**src/rtl/core_pkg.sv**
```systemverilog
// Shared core constants: instruction-word field layout, common widths and
// the reservation-station state encoding.
package core_pkg;

    localparam int INST_W = 114;
    localparam int TAG_W  = 4;
    localparam int DATA_W = 32;

    localparam int RD_LSB   = 0;
    localparam int S1V_BIT  = 5;
    localparam int S1_LSB   = 6;
    localparam int S2V_BIT  = 38;
    localparam int S2_LSB   = 39;
    localparam int CTRL_LSB = 71;

    localparam int RD_W = S1V_BIT - RD_LSB;

    typedef enum logic [1:0] {
        RS_EMPTY = 2'd0,
        RS_WAIT  = 2'd1,
        RS_READY = 2'd2
    } rs_state_t;

endpackage

```
**src/rtl/rs_operand_slot.sv**
```systemverilog
// One source operand of a reservation-station entry: value/valid storage with
// dispatch load and CDB wakeup. A pending operand keeps its producer tag in the low bits.
module rs_operand_slot
    import core_pkg::*;
#(
    parameter int TAG_W  = core_pkg::TAG_W,
    parameter int DATA_W = core_pkg::DATA_W
) (
    input  logic              clk,
    input  logic              rst,
    input  logic              load,
    input  logic [DATA_W-1:0] load_value,
    input  logic              load_valid,
    input  logic              snoop,
    input  logic              cdb0_valid,
    input  logic [TAG_W-1:0]  cdb0_tag,
    input  logic [DATA_W-1:0] cdb0_value,
    input  logic              cdb1_valid,
    input  logic [TAG_W-1:0]  cdb1_tag,
    input  logic [DATA_W-1:0] cdb1_value,
    output logic [DATA_W-1:0] value,
    output logic              valid,
    output logic              valid_next
);

    logic [DATA_W-1:0] base_value;
    logic              base_valid;
    logic [TAG_W-1:0]  wait_tag;
    logic              pending;
    logic [DATA_W-1:0] value_d;
    logic              valid_d;

    // Capture is checked against the incoming word on a load so a broadcast in
    // the dispatch cycle is not missed.
    always_comb begin
        base_value = load ? load_value : value;
        base_valid = load ? load_valid : valid;
        wait_tag   = base_value[TAG_W-1:0];
        pending    = (load || snoop) && !base_valid;
        value_d    = base_value;
        valid_d    = base_valid;
        if (pending) begin
            if (cdb0_valid && (cdb0_tag == wait_tag)) begin
                value_d = cdb0_value;
                valid_d = 1'b1;
            end else if (cdb1_valid && (cdb1_tag == wait_tag)) begin
                value_d = cdb1_value;
                valid_d = 1'b1;
            end
        end
    end

    assign valid_next = valid_d;

    always_ff @(posedge clk) begin
        if (rst) begin
            value <= '0;
            valid <= 1'b0;
        end else begin
            value <= value_d;
            valid <= valid_d;
        end
    end

endmodule

```
**src/rtl/rs_entry.sv**
```systemverilog
// Single-entry reservation station: holds one dispatched instruction until both
// operands are captured from the CDB, then issues it with a valid/ready handshake.
//
//   state    | meaning
//   RS_EMPTY | slot free, accepts dispatch
//   RS_WAIT  | occupied, at least one operand pending on the CDB
//   RS_READY | both operands valid, offered to the functional unit
module rs_entry
    import core_pkg::*;
#(
    parameter int INST_W = core_pkg::INST_W,
    parameter int TAG_W  = core_pkg::TAG_W,
    parameter int DATA_W = core_pkg::DATA_W
) (
    input  logic              clk,
    input  logic              rst,
    input  logic              flush,
    input  logic              disp_valid,
    input  logic [INST_W-1:0] disp_data,
    input  logic [TAG_W-1:0]  disp_entry_num,
    input  logic              cdb0_valid,
    input  logic [TAG_W-1:0]  cdb0_tag,
    input  logic [DATA_W-1:0] cdb0_value,
    input  logic              cdb1_valid,
    input  logic [TAG_W-1:0]  cdb1_tag,
    input  logic [DATA_W-1:0] cdb1_value,
    output logic              empty,
    output logic              issue_valid,
    input  logic              issue_ready,
    output logic [INST_W-1:0] issue_data,
    output logic [TAG_W-1:0]  issue_rob_tag,
    output logic              disp_err
);

    localparam int CTRL_W = INST_W - CTRL_LSB;

    rs_state_t         state;
    logic [CTRL_W-1:0] ctrl_q;
    logic [RD_W-1:0]   rd_q;
    logic [TAG_W-1:0]  tag_q;

    logic              load;
    logic              snoop;
    logic [DATA_W-1:0] s1_value, s2_value;
    logic              s1_valid, s2_valid;
    logic              s1_valid_next, s2_valid_next;
    logic              both_next;

    assign load      = (state == RS_EMPTY) && disp_valid && !flush;
    assign snoop     = (state == RS_WAIT) && !flush;
    assign both_next = s1_valid_next && s2_valid_next;

    rs_operand_slot #(.TAG_W(TAG_W), .DATA_W(DATA_W)) u_s1 (
        .clk        (clk),
        .rst        (rst),
        .load       (load),
        .load_value (disp_data[S1_LSB +: DATA_W]),
        .load_valid (disp_data[S1V_BIT]),
        .snoop      (snoop),
        .cdb0_valid (cdb0_valid),
        .cdb0_tag   (cdb0_tag),
        .cdb0_value (cdb0_value),
        .cdb1_valid (cdb1_valid),
        .cdb1_tag   (cdb1_tag),
        .cdb1_value (cdb1_value),
        .value      (s1_value),
        .valid      (s1_valid),
        .valid_next (s1_valid_next)
    );

    rs_operand_slot #(.TAG_W(TAG_W), .DATA_W(DATA_W)) u_s2 (
        .clk        (clk),
        .rst        (rst),
        .load       (load),
        .load_value (disp_data[S2_LSB +: DATA_W]),
        .load_valid (disp_data[S2V_BIT]),
        .snoop      (snoop),
        .cdb0_valid (cdb0_valid),
        .cdb0_tag   (cdb0_tag),
        .cdb0_value (cdb0_value),
        .cdb1_valid (cdb1_valid),
        .cdb1_tag   (cdb1_tag),
        .cdb1_value (cdb1_value),
        .value      (s2_value),
        .valid      (s2_valid),
        .valid_next (s2_valid_next)
    );

    always_ff @(posedge clk) begin
        if (rst) begin
            state    <= RS_EMPTY;
            ctrl_q   <= '0;
            rd_q     <= '0;
            tag_q    <= '0;
            disp_err <= 1'b0;
        end else begin
            disp_err <= 1'b0;
            if (flush) begin
                state <= RS_EMPTY;
            end else begin
                case (state)
                    RS_EMPTY: begin
                        if (disp_valid) begin
                            ctrl_q <= disp_data[CTRL_LSB +: CTRL_W];
                            rd_q   <= disp_data[RD_LSB +: RD_W];
                            tag_q  <= disp_entry_num;
                            state  <= both_next ? RS_READY : RS_WAIT;
                        end
                    end
                    RS_WAIT: begin
                        disp_err <= disp_valid;
                        if (both_next) state <= RS_READY;
                    end
                    RS_READY: begin
                        disp_err <= disp_valid;
                        if (issue_ready) state <= RS_EMPTY;
                    end
                    default: state <= RS_EMPTY;
                endcase
            end
        end
    end

    // Outputs decode registered state only; nothing from issue_ready reaches empty.
    assign empty         = (state == RS_EMPTY);
    assign issue_valid   = (state == RS_READY);
    assign issue_rob_tag = tag_q;
    assign issue_data    = {ctrl_q, s2_value, s2_valid, s1_value, s1_valid, rd_q};

endmodule

```
**config.mk**
```make
export PLATFORM = sky130hd
export DESIGN_NAME = rs_entry
export DESIGN_NICKNAME = d
export VERILOG_FILES = /design/src/rtl/core_pkg.sv /design/src/rtl/rs_operand_slot.sv /design/src/rtl/rs_entry.sv
export SDC_FILE = /design/constraint.sdc
export NUM_CORES = 1
export LEC_CHECK = 0
export BUFFER_PORTS_ARGS = -buffer_cell sky130_fd_sc_hd__buf_2
export CAP_MARGIN = 0
export CORE_ASPECT_RATIO = 1.2
export CORE_MARGIN = 3
export CORE_UTILIZATION = 41
export CTS_BUF_LIST = sky130_fd_sc_hd__clkbuf_16
export CTS_CLUSTER_SIZE = 12
export DETAILED_ROUTE_END_ITERATION = 8
export PLACE_DENSITY_LB_ADDON = 0.25
export RECOVER_POWER = 50
export SETUP_SLACK_MARGIN = 0.15
export SLEW_MARGIN = 15
export SYNTH_ARGS = -nofsm -noshare
export SYNTH_HDL_FRONTEND = slang
export SYNTH_SLANG_ARGS = --single-unit
```
**constraint.sdc**
```tcl
create_clock -name clk -period 2.63 [get_ports clk]
set_input_delay 0.263 -clock clk [delete_from_list [all_inputs] [get_ports clk]]
set_output_delay 0.263 -clock clk [all_outputs]
set_load 0.02 [all_outputs]
```
==> summary.txt, run 1 <==
Timing
  – Worst-Margin Slew: about 0.70 ns
  – Final Max Tran Viols: 0
  – Clk_skew: approximately 0.013 ns
  – Period utilization: 99.55%
  – Fmax: about 380 MHz
  – Hold Fails Final Rpt: 0
  – Setup-failing EPs final: 0
  – Fin crit period: 2.618 ns
  – Relative slew slack: 53.65%
  – RSZ-0062 raised after global routing: true

Placement
  – DP Area: around 8000 sq um
  – Placer Congestion: roughly 0.84
  – Inst Count DP: around 1.2k
  – Hpwl dp: around 16000 um
  – Buffers on Ports: ~320

Route
  – DRC: 0
  – Final wirelength: approximately 23000 um
  – Drt wl/cell: around 18 um
  – Starting DRC count in detailed routing: 371
  – Vias post-DR: between 6k and 7k
  – DRT Pass-1 Iters: 5
  – Number of vias per cell: 5.440
  – DRT antenna net count: 0

Min path
  – Min-delay worst type: input pin to flip-flop
  – Cells on Worst Hold Path: 3
  – Hold_sp: disp_data[3]
  – Hold endpoint: rd_q[3]$_SDFFE_PP0P_

Power and ir drop
  – Clock Power Share: ~44%
  – Seq pwr share: between 30% and 40%
  – Max IR drop VDD: around 0.38 mV
  – PD cells: 589.6 nW/um^2
  – Int Pwr: about 0.004 W
  – Logic pwr share: slightly above 20%
  – Psw: ~0.0016 W
  – Sw Share: 28.73%
  – LEAKAGE: approximately 4.2 nW

Synth
  – Most frequent cell after synthesis: nand2_1
  – Leading post-synthesis cells by cell area: dfxtp_1, a211oi_1, nand2_1
  – Post-synthesis register bit count: approximately 120
  – Ys async rst share: 0%
  – Share of the synthesized area in the top cell type: between 40% and 50%
  – Syn_nets: 920
  – Post-Syn Instances: 720
  – Yosys top cell by area: dfxtp_1
  – YS warnings: 0
  – Syn Area/Cell: roughly 8.4 sq um
  – Top FF cell, synth: dfxtp_1
  – Synthesized cell area: a little over 6000 sq um
  – List of most frequent post-synthesis cells: nand2_1, dfxtp_1, a211oi_1, a21oi_1, clkbuf_1
  – Synth cell types: 43
  – Post-synth EDFFs: 0
  – Register area share after synthesis: between 40% and 50%

Final layout
  – Nets: between 1k and 1.5k
  – Finished Layout Cells: 1251
  – Area Overhead vs Synth: 58.38%
  – Sequential Area: 2425 sq um
  – Multi-input logic area: around 3800 sq um
  – Final Instance Area: ~9600 sq um
  – Ant diodes: 0
  – FILL cells: 1161
  – Final Util: 67.75%
  – Layout cells sized above 1: 48.06%

Global route
  – Grt met2 use: a little over two fifths
  – Gr ovfl total: 0
  – Met1 Usage GRT: between 20 and 30%
  – Gr usage total: 25.60%
  – Antenna violations before repair: 0
  – First-pass GRT wire length: approximately 33000 um
  – Vias in the first global route: 6460
  – Largest net degree at the start of global routing: just under 80
  – Met3 usage: about 7.4%
  – Top Usage Layer GRT: met2

Clock tree
  – Num CTS Buffers: 17
  – Root buffer cell: clkbuf_16
  – CTS sink count: 121
  – H-tree depth: 4
  – Clock Latency Late Sink: 0.43 ns
  – Clock transition at path regs: approximately 0.060 ns
  – # hold bufs at CTS: 0
  – CTS tree: yes
  – Clock Path Buffers: 2

Critical path
  – Critical Path Sink Type: flip-flop
  – R2R depth: 13
  – Worst Path Max Fanout: 8
  – Worst path max stage delay: 0.32 ns
  – Most frequent CP cell: buf_4
  – R2R setup slack: between 0.01 and 0.015 ns
  – Critical path arrival: 2.95 ns
  – FF-to-FF End: u_s2.value[21]$_SDFF_PP0_
  – Worst EP required: 2.96 ns
  – CP max-delay cell: dfxtp_2
  – Setup CP Type: flip-flop to flip-flop
  – Worst setup SP type: flip-flop
  – Reg-to-Reg Start: state[1]$_SDFFE_PP0P_
  – CP Cell Sequence: inv_2 -> ha_4 -> and3b_2 -> buf_6 -> mux2i_1 -> nand4_1 -> nor4_2 -> buf_4 -> a31oi_4 -> buf_12 -> clkbuf_16 -> buf_4 -> a211oi_1

Floorplan
  – Die Area: ~16000 sq um
  – I/O Pins: approximately 320
  – Initial Util: 42.77%
  – Core Area: approximately 14000 sq um
  – Num rows: 47
  – Die W: 116.8 um
  – Die Y-Extent: 138.9 um

Status
  – Outcome: completed

Job
  – Max-Cap Viols: 0
[power groups by stage]
stage	Sequential [W]	Clock, W	Combinational [W]
after detailed placement	0.00204	0	0.000984
after CTS	0.00201	0.00252	0.00101
after floorplan	0.00217	0	0.000417
after global placement	0.00204	0	0.000976
after global routing	0.00202	0.00260	0.00122
final	0.00201	0.00249	0.00114
[flip-flops by register name (all words and copies together) (netlist names)]
| register | count |
|---|---|
| ctrl_q | 43 |
| u_s1.value | 32 |
| u_s2.value | 32 |
| rd_q | 5 |
| issue_rob_tag | 4 |
| state | 2 |
| disp_err | 1 |
| u_s1.valid | 1 |
| u_s2.valid | 1 |
[cell families (layout without fill, tap and decap cells)]
family / count (synthesis) / count (layout) / synth area share (%)
and+or+nand+nor: 268 / 269 / 21.04
DFF: 121 / 121 / 40.12
muxes: 37 / 37 / 6.404
xor gates and xnor gates: 13 / 13 / 1.886
adders and majority gates: 3 / 3 / 0.6218
AOI/OAI and AO/OA: 206 / 206 / 24.04
buffers and inverters: 72 / 431 / 5.886
[metal layers]
| metal | routed length (um) | up-vias | share of wire [%] |
|---|---|---|---|
| met1 | 9030 | 3161 | 39 |
| met4 | 831 | 0 | 3.6 |
| li1 | - | 3274 | - |
| met2 | 11530 | 310 | 50 |
| met5 | 0 | - | 0 |
| met3 | 1733 | 61 | 7.5 |
[final cells by class]
class                           count  share of cell area [%]
Clock buffer                       17                   4.449
Sequential cell                   121                   25.36
Multi-Input combinational cell    528                   40.17
Timing Repair Buffer              392                   25.43
Clock inverter                     15                   2.081
Tap cell                          171                   2.238
Inverter                            7                  0.2748
[stage by stage]
step | worst slack, ns | setup TNS, ns | hold WS, ns | power (W)
2_1_floorplan | 0.1500 | 0 | 0.3990 | 0.002588
3_3_place_gp | -0.01020 | -0.01020 | 0.4389 | 0.003019
3_5_place_dp | -0.05220 | -0.4259 | 0.4430 | 0.003027
4_1_cts | 0.1005 | 0 | 0.05725 | 0.005534
5_1_grt | -0.1566 | -3.531 | 0.06120 | 0.005844
6_report | 0.01186 | 0 | 0.07092 | 0.005637
[worst max-delay path by stage]
stage,from,end,depth (start not counted),slack (ns)
2_1_floorplan,state[0]$_SDFFE_PP0P_,u_s2.value[24]$_SDFF_PP0_,12,0.15
3_3_place_gp,state[0]$_SDFFE_PP0P_,u_s1.value[13]$_SDFF_PP0_,12,-0.01
3_5_place_dp,state[0]$_SDFFE_PP0P_,u_s1.value[16]$_SDFF_PP0_,11,-0.05
4_1_cts,state[0]$_SDFFE_PP0P_,u_s1.value[17]$_SDFF_PP0_,13,0.10
5_1_grt,state[0]$_SDFFE_PP0P_,u_s2.value[21]$_SDFF_PP0_,13,-0.16
6_report,state[1]$_SDFFE_PP0P_,u_s2.value[21]$_SDFF_PP0_,13,0.01
[timing repair]
action                                  4_1_cts  5_1_grt
pin swaps                                     1       31
endpoints found under the setup margin       66       66
resized for setup                            16      107
setup buffers                                 5       15
cloned                                        2        6
[worst max-delay path, delay by kind of cell, from the launching register on]
family | cells | cell delay, ns
adder cells (fa/ha/maj) | 1 | 0.16
flip-flops | 1 | 0.32
AO/OA/AOI/OAI | 2 | 0.27
multiplexers | 1 | 0.21
AND/OR/NAND/NOR | 3 | 0.72
buffers and inverters | 6 | 0.84
[layout by cell type (no fill, tap or decap), drive strengths merged, types with 3 or more instances in the layout]
cell type  instances
a2111oi            3
a211oi           100
a21oi             56
a311oi            29
a31oi              3
and2              32
and3b              3
buf              388
bufinv             4
clkbuf            21
clkinv             5
dfxtp            121
ha                 3
inv               11
mux2i             37
nand2            169
nand3b             4
nor2               8
nor2b             39
nor4               3
o211ai             4
o21ai              3
o31ai              3
xnor2              8
xor2               5
(Power assumes the default switching activity.)
==> inputs of run 2 (changes only) <==
CORE_AREA = 3 3 122 124   (was default)
CORE_ASPECT_RATIO = default   (was 1.2)
CORE_MARGIN = default   (was 3)
CORE_UTILIZATION = default   (was 41)
DIE_AREA = 0 0 125 127   (was default)
clock period = 3.27 ns   (was 2.63 ns; I/O delays follow)
==> run 2 against run 1 <==
Effect of this change:
- sequential share of layout area rose by 4.1 points
- power fell by 25%
- setup slack better by 0.34 ns
==> summary.txt, run 2 (same netlist as run 1, synthesis figures left out) <==
Floorplan
  – Num rows: 43
  – Initial Util: roughly 43%
  – Die Area: approximately 16000 sq um
  – Die Y-Extent: 127 um
  – Die W: around 130 um
  – Core Area: around 14000 sq um
  – I/O Pins: 318

Clock tree
  – H-tree depth: 4
  – Clock Path Buffers: 2
  – Root buffer cell: clkbuf_16
  – Num CTS Buffers: 17
  – Clock transition at path regs: 0.06 ns
  – Clock Latency Late Sink: 0.42 ns
  – CTS sink count: 121
  – CTS tree: yes

Final layout
  – Most frequent cells in the layout: buf_2, nand2_1, dfxtp_1, clkbuf_1, a211oi_1
  – Multi-input logic area: roughly 3300 sq um
  – FILL cells: between 1k and 1.5k
  – Nets: ~1.2k
  – Largest register FFs: 43
  – Biggest regs: ctrl_q (43), u_s1.value (32), u_s2.value (32)
  – Area Overhead vs Synth: 36.27%
  – Sequential Area: between 2000 and 2500 sq um
  – Layout cells sized above 1: between 20% and 30%
  – Top reg by flops: ctrl_q
  – Most common cell after layout, fill and taps aside: buf_2

Global route
  – Gr ovfl total: 0
  – Gr usage total: between 20 and 25%
  – Largest net degree at the start of global routing: ~120
  – Vias in the first global route: about 6.2k
  – Antenna violations before repair: 1
  – First-pass GRT wire length: roughly 31000 um

Route
  – Number of vias per cell: ~5.4
  – Drt wl/cell: 17.27 um
  – Final wirelength: 20810 um
  – DRC: 0
  – DRT Pass-1 Iters: 5
  – Vias post-DR: about 6.5k
  – Starting DRC count in detailed routing: about 270
  – DRT antenna net count: 0

Placement
  – Placer Congestion: between 0.9 and 1
  – Hpwl dp: around 15000 um
  – Buffers on Ports: about 320

Critical path
  – Worst Path Max Fanout: 50
  – Critical Path Sink Type: flip-flop
  – Worst setup SP type: flip-flop
  – Critical path arrival: roughly 3.2 ns
  – Setup CP Type: flip-flop to flip-flop
  – Worst EP required: about 3.6 ns

Timing
  – Final Max Tran Viols: 0
  – Period utilization: between 80 and 90%
  – Fin crit period: 2.921 ns
  – Relative slew slack: 47.93%
  – Fin Setup TNS: 0 ns
  – Worst-Margin Slew: 0.7811 ns
  – Hold Fails Final Rpt: 0
  – Clk_skew: about 0.0047 ns
  – Hold WS: approximately 0.13 ns
  – Setup-failing EPs final: 0
  – RSZ-0062 raised after global routing: false
  – Fmax: 342.3 MHz

Min path
  – Min-delay worst type: input pin to flip-flop

Power and ir drop
  – LEAKAGE: 3.267 nW
  – Max IR drop VDD: about 0.34 mV
  – Overall Power: roughly 0.0042 W
  – PD cells: just over 500 nW/um^2

Status
  – Outcome: completed

Job
  – Max-Cap Viols: 0
==> run 2: cell types whose count changed in the layout (fill, tap and decap cells not counted), sizes merged <==
cell / change
diode: +2
inv: -1
buf: -173
clkinvlp: +2
bufinv: -1
clkbuf: +116
==> run 2: worst paths after layout <==
path | slack, ns | start | cells after the start | end
worst max-delay path | 0.35 | state[0]$_SDFFE_PP0P_ | 10 | u_s1.value[29]$_SDFF_PP0_
worst min register to register | 0.45 | ctrl_q[37]$_SDFFE_PP0P_ | 2 | ctrl_q[37]$_SDFFE_PP0P_
worst min-delay path | 0.13 | rst | 2 | issue_rob_tag[3]$_SDFFE_PP0P_
worst max register to register | 0.35 | state[0]$_SDFFE_PP0P_ | 10 | u_s1.value[29]$_SDFF_PP0_
==> run 2: repair_timing <==
| action | in CTS | in global routing |
|---|---|---|
| hold buffers | 0 | 0 |
| gates resized for setup | 0 | 6 |
| setup endpoints to repair | 0 | 36 |
| setup buffers | 0 | 4 |
==> run 2: through the flow <==
| stage | setup WS [ns] | util [%] | instance area [sq um] | instances |
|---|---|---|---|---|
| final | 0.3487 | 59.27 | 8227 | 1205 |
| after global routing | 0.1606 | 59.25 | 8224 | 1204 |
| after CTS | 0.1518 | 59.88 | 8312 | 1198 |
| after detailed placement | 0.1398 | 55.66 | 7726 | 1166 |
| after global placement | 0.2858 | 55.66 | 7726 | 1166 |
| after floorplan | 0.6203 | - | 6037 | 720 |
==> run 2: layout make-up <==
type                            instances  share of cell area, %
Clock inverter                         15                  1.947
Antenna cell                            2                0.06084
Timing Repair Buffer                  335                  19.98
Multi-Input combinational cell        528                  40.33
Tap cell                              180                  2.738
Inverter                                7                 0.3194
Clock buffer                           17                  5.171
Sequential cell                       121                  29.44
==> run 2: layer usage <==
metal,part of all wire [%],global-route usage [%]
met1,41,28.96
met2,49,41.47
met3,7.6,6.480
met4,3.0,12.05
met5,0,0
==> run 2: power breakdown <==
| group | internal, W | switching [W] |
|---|---|---|
| combinational | 0.000286 | 0.000452 |
| sequential | 0.00156 | 0.0000560 |
| clock | 0.00118 | 0.000679 |
| total | 0.00303 | 0.00119 |
==> run 2: worst max-delay path: stages (launching register included) <==
cell and delay [ns]:
dfxtp_1 0.33, inv_1 0.09, ha_2 0.28, and3b_4 0.33, mux2i_2 0.33, nor2_1 0.13, nor4_4 0.46, a32oi_4 0.19
buf_12 0.24, a211oi_1 0.28, a311oi_1 0.08
==> inputs of run 3 (changes only) <==
CORE_AREA = 4 4 120 122   (was 3 3 122 124)
DIE_AREA = 0 0 124 126   (was 0 0 125 127)
==> run 3 against run 2 <==
Effect of this change:
- die area shrank 1.6%
- sequential cell count is the same
- first-iteration DRC count up 27%
- worst hold slack improved by 0.020 ns
- utilization grew 2.2 points
- largest cell class unchanged
- highest routed layer is now met5
==> summary.txt, run 3 (same netlist as run 1, synthesis figures left out) <==
Power and ir drop
  – PD cells: slightly above 500 nW/um^2
  – LEAKAGE: between 3 and 4 nW
  – Overall Power: just over 0.004 W
  – Max IR drop VDD: ~0.33 mV

Final layout
  – Largest register FFs: 43
  – Most common cell after layout, fill and taps aside: buf_2
  – Layout cells sized above 1: 24.44%
  – Sequential Area: 2422 sq um
  – Multi-input logic area: approximately 3300 sq um
  – Nets: 1207
  – Most frequent cells in the layout: buf_2, nand2_1, dfxtp_1, clkbuf_1, a211oi_1
  – Top reg by flops: ctrl_q
  – Area Overhead vs Synth: 34.34%
  – Biggest regs: ctrl_q (43), u_s1.value (32), u_s2.value (32)
  – FILL cells: between 1k and 1.5k

Min path
  – Min-delay worst type: input pin to flip-flop
  – Cells on Worst Hold Path: 3

Job
  – Max-Cap Viols: 0

Floorplan
  – Die Area: ~16000 sq um
  – Die Y-Extent: about 130 um
  – I/O Pins: 318
  – Core Area: roughly 13000 sq um
  – Num rows: 42
  – Die W: between 100 and 150 um
  – Initial Util: between 40% and 50%

Global route
  – Gr ovfl total: 0
  – Antenna violations before repair: 2
  – First-pass GRT wire length: approximately 32000 um
  – Gr usage total: between 20% and 30%
  – Vias in the first global route: roughly 6.2k
  – Largest net degree at the start of global routing: between 70 and 80

Critical path
  – R2R setup slack: ~0.29 ns
  – FF-to-FF End: u_s2.value[0]$_SDFF_PP0_
  – R2R depth: 10
  – Setup crit start: state[0]$_SDFFE_PP0P_
  – Worst Path Max Fanout: 16
  – Worst setup SP type: flip-flop
  – Reg-to-Reg Start: state[0]$_SDFFE_PP0P_
  – Setup CP Type: flip-flop to flip-flop
  – CP endpoint: u_s2.value[0]$_SDFF_PP0_
  – Critical path arrival: roughly 3.3 ns
  – Critical Path Sink Type: flip-flop
  – Worst EP required: 3.53 ns

Timing
  – Period utilization: 91.22%
  – Worst-Margin Slew: about 0.8 ns
  – Clk_skew: approximately 0.008 ns
  – Fmax: approximately 340 MHz
  – Fin crit period: around 3.0 ns
  – Hold Fails Final Rpt: 0
  – RSZ-0062 raised after global routing: true
  – Fin Setup TNS: 0 ns
  – Final Max Tran Viols: 0
  – Setup-failing EPs final: 0
  – Relative slew slack: between 40% and 50%

Status
  – Outcome: completed

Route
  – DRT Pass-1 Iters: 5
  – Number of vias per cell: 5.410
  – Starting DRC count in detailed routing: ~340
  – DRC: 0
  – DRT antenna net count: 0
  – Drt wl/cell: 17.49 um
  – Vias post-DR: around 6.5k
  – Final wirelength: about 21000 um

Placement
  – Hpwl dp: between 15000 and 20000 um
  – Buffers on Ports: between 300 and 400
  – Placer Congestion: 0.9201

Clock tree
  – Clock Latency Late Sink: about 0.42 ns
  – H-tree depth: 4
  – Num CTS Buffers: 17
  – Clock transition at path regs: around 0.060 ns
  – Root buffer cell: clkbuf_16
  – CTS sink count: 121
  – CTS tree: yes
  – Clock Path Buffers: 2
[run 3: changes by cell type in the layout (fill, tap and decap cells not counted)]
cell       delta
and3b_2       -1
diode_2       -1
buf_6         -1
a2111oi_0     +1
ha_2          -1
buf_12        -2
bufinv_16     -2
a2111oi_1     -1
buf_4         +1
inv_6         +1
ha_1          +1
[run 3: worst max-delay path, cell delays in order (launching register included)]
cell and delay (ns):
dfxtp_1 0.38, inv_1 0.09, ha_1 0.29, and3b_4 0.32, a2111oi_0 0.48, a31oi_1 0.19, or3_1 0.42, buf_4 0.21
and2_1 0.17, a211oi_1 0.21, a211oi_1 0.08
[run 3: how the worst min path moves through the flow]
stage,start,to
2_1_floorplan,disp_data[71],ctrl_q[0]$_SDFFE_PP0P_
3_3_place_gp,ctrl_q[2]$_SDFFE_PP0P_,ctrl_q[2]$_SDFFE_PP0P_
3_5_place_dp,issue_rob_tag[1]$_SDFFE_PP0P_,issue_rob_tag[1]$_SDFFE_PP0P_
4_1_cts,disp_data[97],ctrl_q[26]$_SDFFE_PP0P_
5_1_grt,disp_data[93],ctrl_q[22]$_SDFFE_PP0P_
6_report,disp_entry_num[1],issue_rob_tag[1]$_SDFFE_PP0P_
[run 3: where the power goes]
part	switching, W	internal, W
logic	0.000451	0.000281
registers	0.0000541	0.00156
clock network	0.000698	0.00103
total	0.00120	0.00287
[run 3: layout make-up]
type	count	area share, %
repair buffers	333	19.73
flip-flops and latches	121	29.87
well taps	176	2.715
multi-input cells	527	40.74
clock buffers	17	5.245
diodes	1	0.03085
inverters	7	0.3240
clock inverters	14	1.342
[run 3: repair_timing]
action,4_1_cts,5_1_grt
hold buffers,0,0
buffers inserted,0,0
endpoints found under the setup margin,0,24
resized for setup,0,2
[run 3: through the flow]
stage	area (sq um)	instances	hold slack [ns]	setup slack (ns)	util [%]
CTS	8245	1195	0.1257	0.2868	62.51
global route	8110	1196	0.1363	0.1257	61.49
finish	8110	1196	0.1446	0.2871	61.49
detailed placement	7711	1164	0.4430	0.2751	58.46
global placement	7711	1164	0.4397	0.4136	58.46
floorplan	6037	720	0.4630	0.6203	-
[run 3: per-layer routing]
layer	global-route usage [%]	part of all wire (%)	vias to the layer above	wire length (um)
li1	-	-	3146	-
met1	32.40	40	2983	8367
met2	42.00	49	292	10180
met3	7.220	8.8	47	1837
met4	10.82	2.5	2	524
met5	0	0.062	-	13
